### src/rtl/wave_tbl_writer_pkg.sv
// Shared types and defaults for the DDS waveform-table load path.
package wave_tbl_writer_pkg;

   // Loader states
   typedef enum logic [1:0] {
      StIdle,
      StLoad,
      StCheck,
      StDone
   } wt_state_e;

   localparam int unsigned DefAddrWidth  = 10;
   localparam int unsigned DefDataWidth  = 8;
   localparam int unsigned DefTimeoutCyc = 1000000;
   localparam int unsigned TblDepth      = 1 << DefAddrWidth;

endpackage

### src/rtl/wave_tbl_writer_if.sv
// Byte-stream input and RAM write port of the waveform-table loader.
interface wave_tbl_writer_if #(
   parameter int unsigned ADDR_WIDTH = 10,
   parameter int unsigned DATA_WIDTH = 8
);
   logic [DATA_WIDTH-1:0] s_data;
   logic                  s_valid;
   logic                  s_ready;
   logic                  wr_en;
   logic [ADDR_WIDTH-1:0] wr_addr;
   logic [DATA_WIDTH-1:0] wr_data;

   // Environment side: drives the stream, observes the RAM writes
   modport master (
      output s_data, s_valid,
      input  s_ready, wr_en, wr_addr, wr_data
   );

   // Loader side
   modport slave (
      input  s_data, s_valid,
      output s_ready, wr_en, wr_addr, wr_data
   );
endinterface

### src/rtl/wave_tbl_timeout.sv
// Loadable idle-cycle down-counter; expire flags the last remaining cycle.
module wave_tbl_timeout #(
   parameter int unsigned LOAD_VAL = 16
) (
   input  logic clk,
   input  logic rst_n,
   input  logic reload,
   input  logic dec,
   output logic expire
);
   localparam int unsigned Width = $clog2(LOAD_VAL + 1);

   logic [Width-1:0] count_q, count_d;

   // Reload wins over decrement; counter parks at zero
   always_comb begin
      count_d = count_q;
      if (reload) begin
         count_d = Width'(LOAD_VAL);
      end else if (dec && (count_q != '0)) begin
         count_d = count_q - Width'(1);
      end
   end

   // Counter register
   always_ff @(posedge clk or negedge rst_n) begin
      if (!rst_n) begin
         count_q <= '0;
      end else begin
         count_q <= count_d;
      end
   end

   // A decrement from 1 reaches zero at the coming edge
   assign expire = (count_q == Width'(1));

endmodule

### src/rtl/wave_tbl_writer.sv
// Loads a DDS waveform table from a byte stream: 2^ADDR_WIDTH samples, then one checksum byte.
module wave_tbl_writer
   import wave_tbl_writer_pkg::*;
#(
   parameter int unsigned ADDR_WIDTH  = DefAddrWidth,
   parameter int unsigned DATA_WIDTH  = DefDataWidth,
   parameter int unsigned TIMEOUT_CYC = DefTimeoutCyc
) (
   input  logic               clk,
   input  logic               rst_n,
   input  logic               start,
   input  logic               abort,
   wave_tbl_writer_if.slave   tbl,
   output logic               busy,
   output logic               done,
   output logic               err_cksum,
   output logic               err_timeout,
   output logic               tbl_valid
);

   wt_state_e             state_q, state_d;
   logic [ADDR_WIDTH-1:0] addr_q, addr_d;
   logic [DATA_WIDTH-1:0] cksum_q, cksum_d;
   logic                  wr_en_q, wr_en_d;
   logic [ADDR_WIDTH-1:0] wr_addr_q, wr_addr_d;
   logic [DATA_WIDTH-1:0] wr_data_q, wr_data_d;
   logic                  done_q, done_d;
   logic                  err_cksum_q, err_cksum_d;
   logic                  err_timeout_q, err_timeout_d;
   logic                  tbl_valid_q, tbl_valid_d;

   logic in_xfer;
   logic rdy;
   logic hs;
   logic start_ok;
   logic tmo_reload;
   logic tmo_dec;
   logic tmo_expire;

   // Handshake decode kept outside the FSM so the timer never loops back through it
   assign in_xfer    = (state_q == StLoad) || (state_q == StCheck);
   assign rdy        = in_xfer && !abort;
   assign hs         = rdy && tbl.s_valid;
   assign start_ok   = ((state_q == StIdle) || (state_q == StDone)) && start;
   assign tmo_reload = start_ok || hs;
   assign tmo_dec    = in_xfer && !hs && !abort;

   wave_tbl_timeout #(
      .LOAD_VAL (TIMEOUT_CYC)
   ) u_timeout (
      .clk    (clk),
      .rst_n  (rst_n),
      .reload (tmo_reload),
      .dec    (tmo_dec),
      .expire (tmo_expire)
   );

   // Next-state and registered-output logic; abort beats handshake beats timeout
   always_comb begin
      state_d       = state_q;
      addr_d        = addr_q;
      cksum_d       = cksum_q;
      wr_en_d       = 1'b0;
      wr_addr_d     = wr_addr_q;
      wr_data_d     = wr_data_q;
      done_d        = 1'b0;
      err_cksum_d   = err_cksum_q;
      err_timeout_d = err_timeout_q;
      tbl_valid_d   = tbl_valid_q;

      unique case (state_q)
         StIdle, StDone: begin
            if (start_ok) begin
               state_d       = StLoad;
               addr_d        = '0;
               cksum_d       = '0;
               err_cksum_d   = 1'b0;
               err_timeout_d = 1'b0;
               tbl_valid_d   = 1'b0;
            end
         end
         StLoad: begin
            if (abort) begin
               state_d     = StIdle;
               tbl_valid_d = 1'b0;
            end else if (hs) begin
               wr_en_d   = 1'b1;
               wr_addr_d = addr_q;
               wr_data_d = tbl.s_data;
               addr_d    = addr_q + 1'b1;
               cksum_d   = cksum_q + tbl.s_data;
               // Last sample moves on before the counter wraps into a second write
               if (addr_q == '1) begin
                  state_d = StCheck;
               end
            end else if (tmo_expire) begin
               state_d       = StIdle;
               err_timeout_d = 1'b1;
               tbl_valid_d   = 1'b0;
            end
         end
         StCheck: begin
            if (abort) begin
               state_d     = StIdle;
               tbl_valid_d = 1'b0;
            end else if (hs) begin
               state_d     = StDone;
               done_d      = 1'b1;
               tbl_valid_d = (tbl.s_data == cksum_q);
               err_cksum_d = (tbl.s_data != cksum_q);
            end else if (tmo_expire) begin
               state_d       = StIdle;
               err_timeout_d = 1'b1;
               tbl_valid_d   = 1'b0;
            end
         end
         default: begin
            state_d = StIdle;
         end
      endcase
   end

   // State and output registers
   always_ff @(posedge clk or negedge rst_n) begin
      if (!rst_n) begin
         state_q       <= StIdle;
         addr_q        <= '0;
         cksum_q       <= '0;
         wr_en_q       <= 1'b0;
         wr_addr_q     <= '0;
         wr_data_q     <= '0;
         done_q        <= 1'b0;
         err_cksum_q   <= 1'b0;
         err_timeout_q <= 1'b0;
         tbl_valid_q   <= 1'b0;
      end else begin
         state_q       <= state_d;
         addr_q        <= addr_d;
         cksum_q       <= cksum_d;
         wr_en_q       <= wr_en_d;
         wr_addr_q     <= wr_addr_d;
         wr_data_q     <= wr_data_d;
         done_q        <= done_d;
         err_cksum_q   <= err_cksum_d;
         err_timeout_q <= err_timeout_d;
         tbl_valid_q   <= tbl_valid_d;
      end
   end

   assign tbl.s_ready = rdy;
   assign tbl.wr_en   = wr_en_q;
   assign tbl.wr_addr = wr_addr_q;
   assign tbl.wr_data = wr_data_q;
   assign busy        = in_xfer;
   assign done        = done_q;
   assign err_cksum   = err_cksum_q;
   assign err_timeout = err_timeout_q;
   assign tbl_valid   = tbl_valid_q;

endmodule

### src/flat_wrapper.sv
// flat-port wrapper written by rule: the top's interface ports become plain ports
module wave_tbl_writer_flat import wave_tbl_writer_pkg::*;
#(
   parameter int unsigned ADDR_WIDTH  = DefAddrWidth,
   parameter int unsigned DATA_WIDTH  = DefDataWidth,
   parameter int unsigned TIMEOUT_CYC = DefTimeoutCyc
)
  (clk, rst_n, start, abort, busy, done, err_cksum, err_timeout, tbl_valid, tbl_s_data, tbl_s_valid, tbl_s_ready, tbl_wr_en, tbl_wr_addr, tbl_wr_data);
  wave_tbl_writer_if #(.ADDR_WIDTH(ADDR_WIDTH), .DATA_WIDTH(DATA_WIDTH)) tbl_i ();
  input  logic clk;
  input  logic rst_n;
  input  logic start;
  input  logic abort;
  output logic busy;
  output logic done;
  output logic err_cksum;
  output logic err_timeout;
  output logic tbl_valid;
  input wire logic [$bits(tbl_i.s_data)-1:0] tbl_s_data;
  input wire logic [$bits(tbl_i.s_valid)-1:0] tbl_s_valid;
  output wire logic [$bits(tbl_i.s_ready)-1:0] tbl_s_ready;
  output wire logic [$bits(tbl_i.wr_en)-1:0] tbl_wr_en;
  output wire logic [$bits(tbl_i.wr_addr)-1:0] tbl_wr_addr;
  output wire logic [$bits(tbl_i.wr_data)-1:0] tbl_wr_data;
  assign tbl_i.s_data = tbl_s_data;
  assign tbl_i.s_valid = tbl_s_valid;
  assign tbl_s_ready = tbl_i.s_ready;
  assign tbl_wr_en = tbl_i.wr_en;
  assign tbl_wr_addr = tbl_i.wr_addr;
  assign tbl_wr_data = tbl_i.wr_data;
  wave_tbl_writer #(.ADDR_WIDTH(ADDR_WIDTH), .DATA_WIDTH(DATA_WIDTH), .TIMEOUT_CYC(TIMEOUT_CYC)) u_core (.clk(clk), .rst_n(rst_n), .start(start), .abort(abort), .tbl(tbl_i), .busy(busy), .done(done), .err_cksum(err_cksum), .err_timeout(err_timeout), .tbl_valid(tbl_valid));
endmodule
### config.mk
export PLATFORM = sky130hd
export DESIGN_NAME = wave_tbl_writer_flat
export DESIGN_NICKNAME = d
export VERILOG_FILES = /design/src/rtl/wave_tbl_writer_pkg.sv /design/src/rtl/wave_tbl_writer_if.sv /design/src/rtl/wave_tbl_timeout.sv /design/src/rtl/wave_tbl_writer.sv /design/src/flat_wrapper.sv
export SDC_FILE = /design/constraint.sdc
export NUM_CORES = 1
export LEC_CHECK = 0
export CAP_MARGIN = 5
export CELL_PAD_IN_SITES_DETAIL_PLACEMENT = 0
export CELL_PAD_IN_SITES_GLOBAL_PLACEMENT = 1
export CORE_MARGIN = 4
export CORE_UTILIZATION = 24
export DETAILED_ROUTE_END_ITERATION = 8
export PLACE_DENSITY_LB_ADDON = 0.1
export SLEW_MARGIN = 20
export SYNTH_ARGS = -nofsm -noshare
export SYNTH_HDL_FRONTEND = slang
export SYNTH_HIERARCHICAL = 1
export SYNTH_SLANG_ARGS = --single-unit
export TNS_END_PERCENT = 1
### constraint.sdc
create_clock -name clk -period 7.5 [get_ports clk]
set_clock_uncertainty 0.1 [all_clocks]
set_input_delay 1.875 -clock clk [delete_from_list [all_inputs] [get_ports clk]]
set_output_delay 1.875 -clock clk [all_outputs]
set_load 0.03 [all_outputs]
Word-level counts from Yosys, hierarchy flattened
Index checks and enable logic that the tools add are counted.

cells by class
  mux-type cells = 36
  add/sub/neg operators = 3
  reduce and logical (&&, ||, !) cells = 24
  equal/unequal tests = 17
  bitwise logic cells = 1

operator list
  cell                                                                   number
  20-bit 2-to-1 mux                                                      2
  10-bit 2-to-1 mux                                                      3
  8-bit 2-to-1 mux                                                       3
  20-bit by 1-bit == test with 1-bit output (second input constant)      1
  10-bit one-hot mux with 2 select lines                                 1
  20-bit nonzero test                                                    1
  20-bit by 1-bit subtractor with 20-bit output (second input constant)  1
  8-bit one-hot mux with 2 select lines                                  1
  1-bit 2-to-1 mux                                                       15
  2-bit 2-to-1 mux                                                       7
  4-bit AND reduction                                                    3
  10-bit by 1-bit adder with 10-bit output (second input constant)       1
  10-bit == test (second input constant)                                 1
  8-bit adder                                                            1
  8-bit == test                                                          1
  2-bit by 1-bit != test with 1-bit output (second input constant)       4
  2-bit != test (second input constant)                                  4
  8-bit != test                                                          1
  1-bit logical AND                                                      6
  2-bit one-hot mux with 3 select lines                                  1
  2-bit nonzero test                                                     3
  2-bit == test (second input constant)                                  2
  4-bit != test (second input constant)                                  1
  1-bit one-hot mux with 2 select lines                                  2
  10 further kinds                                                       15

word-level totals
  bits of input ports = 13
  register bits after elaboration = 63
  logic and storage cells = 92

Longest topological paths before layout
Gate-level depths: netlist of the first run.

  depth after elaboration = 10
  depth in mapped cells = 9
  depth with buffers taken out = 8

By module
The synthesis of the first run kept the hierarchy.

modules (own cells, without submodules)
  module            instances  area each (um2)  cells each
  wave_tbl_writer   1          2357.3           254
  wave_tbl_timeout  1          1219.9           127

Worst setup path after synthesis of the first run
Ideal clock, no wire load.

  kind = input port to output port
  from = input port abort
  to = output port tbl_s_ready
  buffers on the path = 0
  required time = 5525 ps
  arrival time = 2307 ps
  path slack = 3218 ps
  stages = 1
  path through = nor2_1

between the ends
  word-level cells in the longest chain between the ends = 2

ends and longest elaborated chain
  item               RTL line               RTL
  start, declared    flat_wrapper.sv:13     input logic abort;
  1-bit zero test    wave_tbl_writer.sv:42  assign rdy = in_xfer && !abort;
  1-bit logical AND  wave_tbl_writer.sv:42
  end, declared      flat_wrapper.sv:21     output wire logic [$bits(tbl_i.s_ready)-1:0] tbl_s_ready;

Every way passes these cells.

Final worst setup path of the first run
Ends and elaborated chain as after synthesis.

==> out/qor.yml, run 1 <==
sta:
  max_freq_mhz: 190
  post-route-period-util: 0.702
  hold_slack_ns: 0.369
  hold_violations: 0
  setup_tns_ns: 0
  finalCriticalPeriod_ns: 5.26
  max_slew_margin: 0.433
  slew_violations: 0
  setup_viol: 0
  worst_pin_slew_ns: 0.850
  grt_setup_unrepaired: "no"
final_layout:
  final_cell_mix: "nand2_1, dfrtp_1, clkdlybuf4s50_1"
  antennaDiodeCount: 0
  layout_commonest_cell: "nand2_1"
  syn_to_final_growth_pct: 24.7
  layout-drive-gt1-share: 0.105
  final_util: 0.306
  layout.nets: 443
cts:
  insertion_delay_ns: 0.33
  cts.sinks: 63
  ctsResizeCount: 0
  ctsHoldBuffers: 0
  clkTransAtPathRegs_ns: 0.05
  cts-root-buf: "clkbuf_16"
  cts_buffer_depth: 2
  tritoncts: "done"
  cts_buffers: 9
  ctsHtreeMaxLevel: 3
  postCtsSetupBuffers: 0
drt:
  drc: 0
  drt_iter0_drc: 127
  drt-vias-per-instance: 4.77
  num_vias: 2883
  finalWirelength_mm: 9.08
  antenna_left: 0
  drt_first_pass_iters: 4
  wl_per_cell_um: 15.0
die:
  die-area_um2: 16900
  ios: 38
  fp-row-count: 44
  die_y_um: 130
  initial_core_util: 0.245
  core_area_um2: 14600
  dieWidth_um: 130
place:
  place_hpwl_mm: 6.11
  place.gp.congestion: 0.736
  portBuffers: 37
synth:
  synth.avg_cell_area_um2: 9.39
  synth_edf_count: 0
  yosysSeqAreaShare: 0.441
  async_reset_ff_frac: 1.00
  synth_area_um2: 3580
  postSynthCellCount: 381
  synth_fp_nets: 408
  ys.warnings.count: 6
  ys_ff_latch: 63
  synth_cell_types: 63
  synth_ff_type: "dfrtp_1"
critical_path:
  worstSetupEndpointType: "output port"
  crit_required_ns: 5.53
  crit_path_max_fanout: 8
  worstSetupPathType: "in -> out"
  startpoint_type: "input port"
  cp.arrival_ns: 3.29
grt:
  grt_max_degree: 64
  antenna_found_initial: 0
  grt_pass1_vias: 2980
  track_usage: 0.118
  overflow: 0
  grt_pass1_wl_mm: 15.6
power_and_ir_drop:
  p_leak_nw: 1.89
  p_per_area_nw_per_um2: 351
  ir_drop_uv: 161
run:
  maxCapViolations: 0
worst_hold_path:
  hp-class: "reg -> reg"
status:
  outcome: "completed"
[worst max-delay path, stage by stage]
cell and delay, ns:
clkdlybuf4s50_1 0.53, nor2_1 0.18, clkdlybuf4s50_1 0.69
[final timing paths]
check / from / end / slack, ns / depth (start not counted)
min in group asynchronous: rst_n / u_core/tbl.wr_addr[3]$_DFFE_PN0P_ / 1.64 / 2
hold reg to reg: u_core/tbl.wr_addr[0]$_DFFE_PN0P_ / u_core/tbl.wr_addr[0]$_DFFE_PN0P_ / 0.37 / 2
max in group asynchronous: rst_n / u_core/u_timeout/count_q[18]$_DFFE_PN0P_ / 5.11 / 2
setup reg to reg: u_core/state_q[0]$_DFFE_PN0P_ / u_core/u_timeout/count_q[15]$_DFFE_PN0P_ / 4.30 / 7
setup / recovery: abort / tbl_s_ready / 2.24 / 3
hold / removal: u_core/tbl.wr_addr[0]$_DFFE_PN0P_ / u_core/tbl.wr_addr[0]$_DFFE_PN0P_ / 0.37 / 2
[layer usage]
metal  track usage  up-vias  routed length (um)
li1              -     1436                   -
met1         0.161     1397                4600
met3        0.0250       11                 290
met5             0        -                   0
met2         0.180       39                4020
met4        0.0532        0                 171
[through the flow]
step | total power, mW | std cells | area, um^2 | setup WS [ns]
6_report | 1.57 | 605 | 4460 | 2.24
5_1_grt | 1.68 | 605 | 4460 | 2.15
4_1_cts | 1.60 | 605 | 4460 | 2.22
3_5_place_dp | 1.07 | 589 | 4100 | 2.23
3_3_place_gp | 1.06 | 589 | 4100 | 2.25
2_1_floorplan | 0.879 | 381 | 3580 | 3.22
[power by group]
| group | internal (mW) | switching (mW) | total (mW) | leakage (nW) |
|---|---|---|---|---|
| Combinational | 0.225 | 0.372 | 0.597 | 0.900 |
| Clock | 0.358 | 0.155 | 0.513 | 0.173 |
| Sequential | 0.407 | 0.0496 | 0.456 | 0.817 |
| Total | 0.989 | 0.577 | 1.57 | 1.89 |
[sequential cells by signal, indices dropped and copies added, names as in the netlist]
| signal | cells |
|---|---|
| u_core/u_timeout/count_q | 20 |
| u_core/addr_q | 10 |
| u_core/tbl.wr_addr | 10 |
| u_core/cksum_q | 8 |
| u_core/tbl.wr_data | 8 |
| u_core/state_q | 2 |
| u_core/done | 1 |
| u_core/err_cksum | 1 |
| u_core/err_timeout | 1 |
| u_core/tbl.wr_en | 1 |
| u_core/tbl_valid | 1 |
[area by class of cell]
type	instances	area, um^2
multi-input combinational	290	1860
inverter	12	45.0
clock buffer	10	229
fill	1524	10100
clock inverter	6	133
sequential	63	1580
timing repair buffer	40	388
tap	184	230
[Yosys cell counts (2+ instances only)]
| cell type | number | area [um^2] |
|---|---|---|
| or3_2 | 2 | 15.0 |
| nor3_1 | 8 | 40.0 |
| a211oi_1 | 6 | 45.0 |
| nand3_1 | 20 | 100 |
| nor4_1 | 8 | 50.1 |
| o21ai_0 | 23 | 115 |
| a211o_1 | 2 | 17.5 |
| or4_1 | 7 | 52.6 |
| and2_1 | 2 | 12.5 |
| dfrtp_1 | 63 | 1580 |
| nor2b_1 | 7 | 43.8 |
| a31oi_1 | 2 | 12.5 |
| buf_4 | 3 | 22.5 |
| buf_2 | 6 | 30.0 |
| and3_1 | 3 | 18.8 |
| nand4_1 | 6 | 37.5 |
| xnor2_1 | 7 | 61.3 |
| nor2_1 | 27 | 101 |
| inv_1 | 11 | 41.3 |
| nor3_2 | 2 | 20.0 |
| clkbuf_1 | 3 | 11.3 |
| a21oi_1 | 13 | 65.1 |
| o211ai_1 | 2 | 15.0 |
| or3b_1 | 2 | 17.5 |
| ha_1 | 13 | 163 |
| o21a_1 | 2 | 15.0 |
| nand2_1 | 69 | 259 |
| a2111oi_4 | 2 | 55.1 |
| xor2_1 | 4 | 35.0 |
| buf_6 | 3 | 33.8 |
| mux2_2 | 4 | 45.0 |
| and4_1 | 2 | 17.5 |
| nor3b_1 | 3 | 22.5 |
| o31ai_1 | 5 | 37.5 |
| or2_2 | 3 | 18.8 |
| mux2i_1 | 5 | 50.1 |
| a21o_1 | 4 | 30.0 |
| a211oi_2 | 2 | 25.0 |
[logic make-up after synthesis]
logic type | share of synthesized area
AOI/OAI and AO/OA | 0.141
xor gates and xnor gates | 0.0269
adders and majority gates | 0.0511
buffers and inverters | 0.0413
DFF | 0.441
muxes | 0.0308
and+or+nand+nor | 0.269
Power figures use the tool's default switching activity.
==> run 2, diff against run 1 <==
- clock period: 7.5 -> 5.2 ns (I/O delays scaled with it)
==> out/qor.yml, run 2 (synthesis results as in run 1) <==
status:
  outcome: "completed"
sta:
  finalCriticalPeriod_ns: 4.10
  timing.final.ws_setup_ns: 1.10
  slew_violations: 0
  max_slew_margin: 0.413
  setup_viol: 0
  grt_setup_unrepaired: "no"
  post-route-period-util: 0.789
  worst_pin_slew_ns: 0.880
  max_freq_mhz: 244
  hold_violations: 0
  setup_tns_ns: 0
grt:
  grt_max_degree: 45
  grt_pass1_vias: 2882
  antenna_found_initial: 0
  grt_pass1_wl_mm: 15.5
  track_usage: 0.118
  overflow: 0
drt:
  antenna_left: 0
  drt_iter0_drc: 97
  finalWirelength_mm: 9.21
  drc: 0
  wl_per_cell_um: 15.2
  drt-vias-per-instance: 4.70
  num_vias: 2846
  drt_first_pass_iters: 4
power_and_ir_drop:
  netSwitchingFraction: 0.386
  p_per_area_nw_per_um2: 490
  p_leak_nw: 1.87
  power.internal_mw: 1.33
  power_frac_clock: 0.298
  power_frac_seq: 0.303
  ir_drop_uv: 267
  pwr-share-comb: 0.400
  p_switching_mw: 0.836
die:
  die_y_um: 130
  dieWidth_um: 130
  fp-row-count: 44
  core_area_um2: 14600
  die-area_um2: 16900
  ios: 38
  initial_core_util: 0.245
place:
  place_hpwl_mm: 6.36
  dp_slack_ns: 1.09
  dp.cells: 590
  portBuffers: 37
  placed_cell_area_um2: 4110
  place.gp.congestion: 0.742
cts:
  cts_buffers: 9
  ctsHoldBuffers: 0
  cts_buffer_depth: 2
  clkTransAtPathRegs_ns: 0.06
  ctsHtreeMaxLevel: 3
  ctsResizeCount: 0
  cts.sinks: 63
  insertion_delay_ns: 0.33
  postCtsSetupBuffers: 0
  cts-root-buf: "clkbuf_16"
  tritoncts: "done"
critical_path:
  cp.arrival_ns: 2.70
  worstSetupEndpointType: "output port"
  crit_path_max_fanout: 8
  reg2reg_slack_ns: 2.07
  crit_required_ns: 3.80
  worstSetupPathType: "in -> out"
  startpoint_type: "input port"
final_layout:
  layout-drive-gt1-share: 0.107
  fin_cells: 606
  syn_to_final_growth_pct: 23.5
  largest_reg_flops: 20
  layout_commonest_cell: "nand2_1"
  max_flop_register: "u_core/u_timeout/count_q"
  final_area_um2: 4420
  final_util: 0.303
  layout.nets: 444
  final_cell_mix: "nand2_1, dfrtp_1, clkdlybuf4s50_1"
  antennaDiodeCount: 0
run:
  maxCapViolations: 0
worst_hold_path:
  hp-class: "reg -> reg"
==> run 2: cell types whose count changed in the layout (fill, tap and decap cells not counted), sizes merged <==
cell / previous run / this run
buf: 4 / 5
bufinv: 4 / 2
clkinv: 1 / 2
clkinvlp: 1 / 2
==> run 2: metal layers <==
layer	global-route usage	wire [um]	up-vias
met5	0	0	-
li1	-	-	1434
met1	0.162	4640	1366
met4	0.0550	197	0
met3	0.0254	270	12
met2	0.177	4100	34
==> run 2: layout make-up <==
class,instances,area (um^2)
Fill cell,1552,10200
Multi-Input combinational cell,290,1860
Sequential cell,63,1580
Timing Repair Buffer,41,395
Tap cell,184,230
Clock buffer,10,229
Clock inverter,6,85.1
Inverter,12,45.0
==> run 2: critical path, stage by stage <==
cell	delay [ns]
clkdlybuf4s50_1	0.53
nor2_1	0.18
clkdlybuf4s50_1	0.69
==> run 2: path summary, 6_finish.rpt <==
kind,start,depth (start not counted),endpoint
max,abort,3,tbl_s_ready
min,u_core/tbl.wr_addr[6]$_DFFE_PN0P_,2,u_core/tbl.wr_addr[6]$_DFFE_PN0P_
max reg2reg,u_core/state_q[0]$_DFFE_PN0P_,7,u_core/u_timeout/count_q[15]$_DFFE_PN0P_
min reg2reg,u_core/tbl.wr_addr[6]$_DFFE_PN0P_,2,u_core/tbl.wr_addr[6]$_DFFE_PN0P_
max in group asynchronous,rst_n,2,u_core/u_timeout/count_q[2]$_DFFE_PN0P_
min in group asynchronous,rst_n,1,u_core/tbl.wr_addr[3]$_DFFE_PN0P_
==> run 2: through the flow <==
stage | hold slack [ns] | total power, mW
CTS | 0.377 | 2.21
global route | 0.398 | 2.33
finish | 0.370 | 2.17
floorplan | 0.371 | 1.27
global placement | 0.358 | 1.54
detailed placement | 0.361 | 1.54
==> run 2: power groups by stage <==
stage	logic, mW	registers (mW)	clock network (mW)
2_1_floorplan	0.535	0.732	0
3_3_place_gp	0.875	0.664	0
3_5_place_dp	0.877	0.664	0
4_1_cts	0.882	0.658	0.670
5_1_grt	0.969	0.670	0.688
6_report	0.866	0.656	0.645
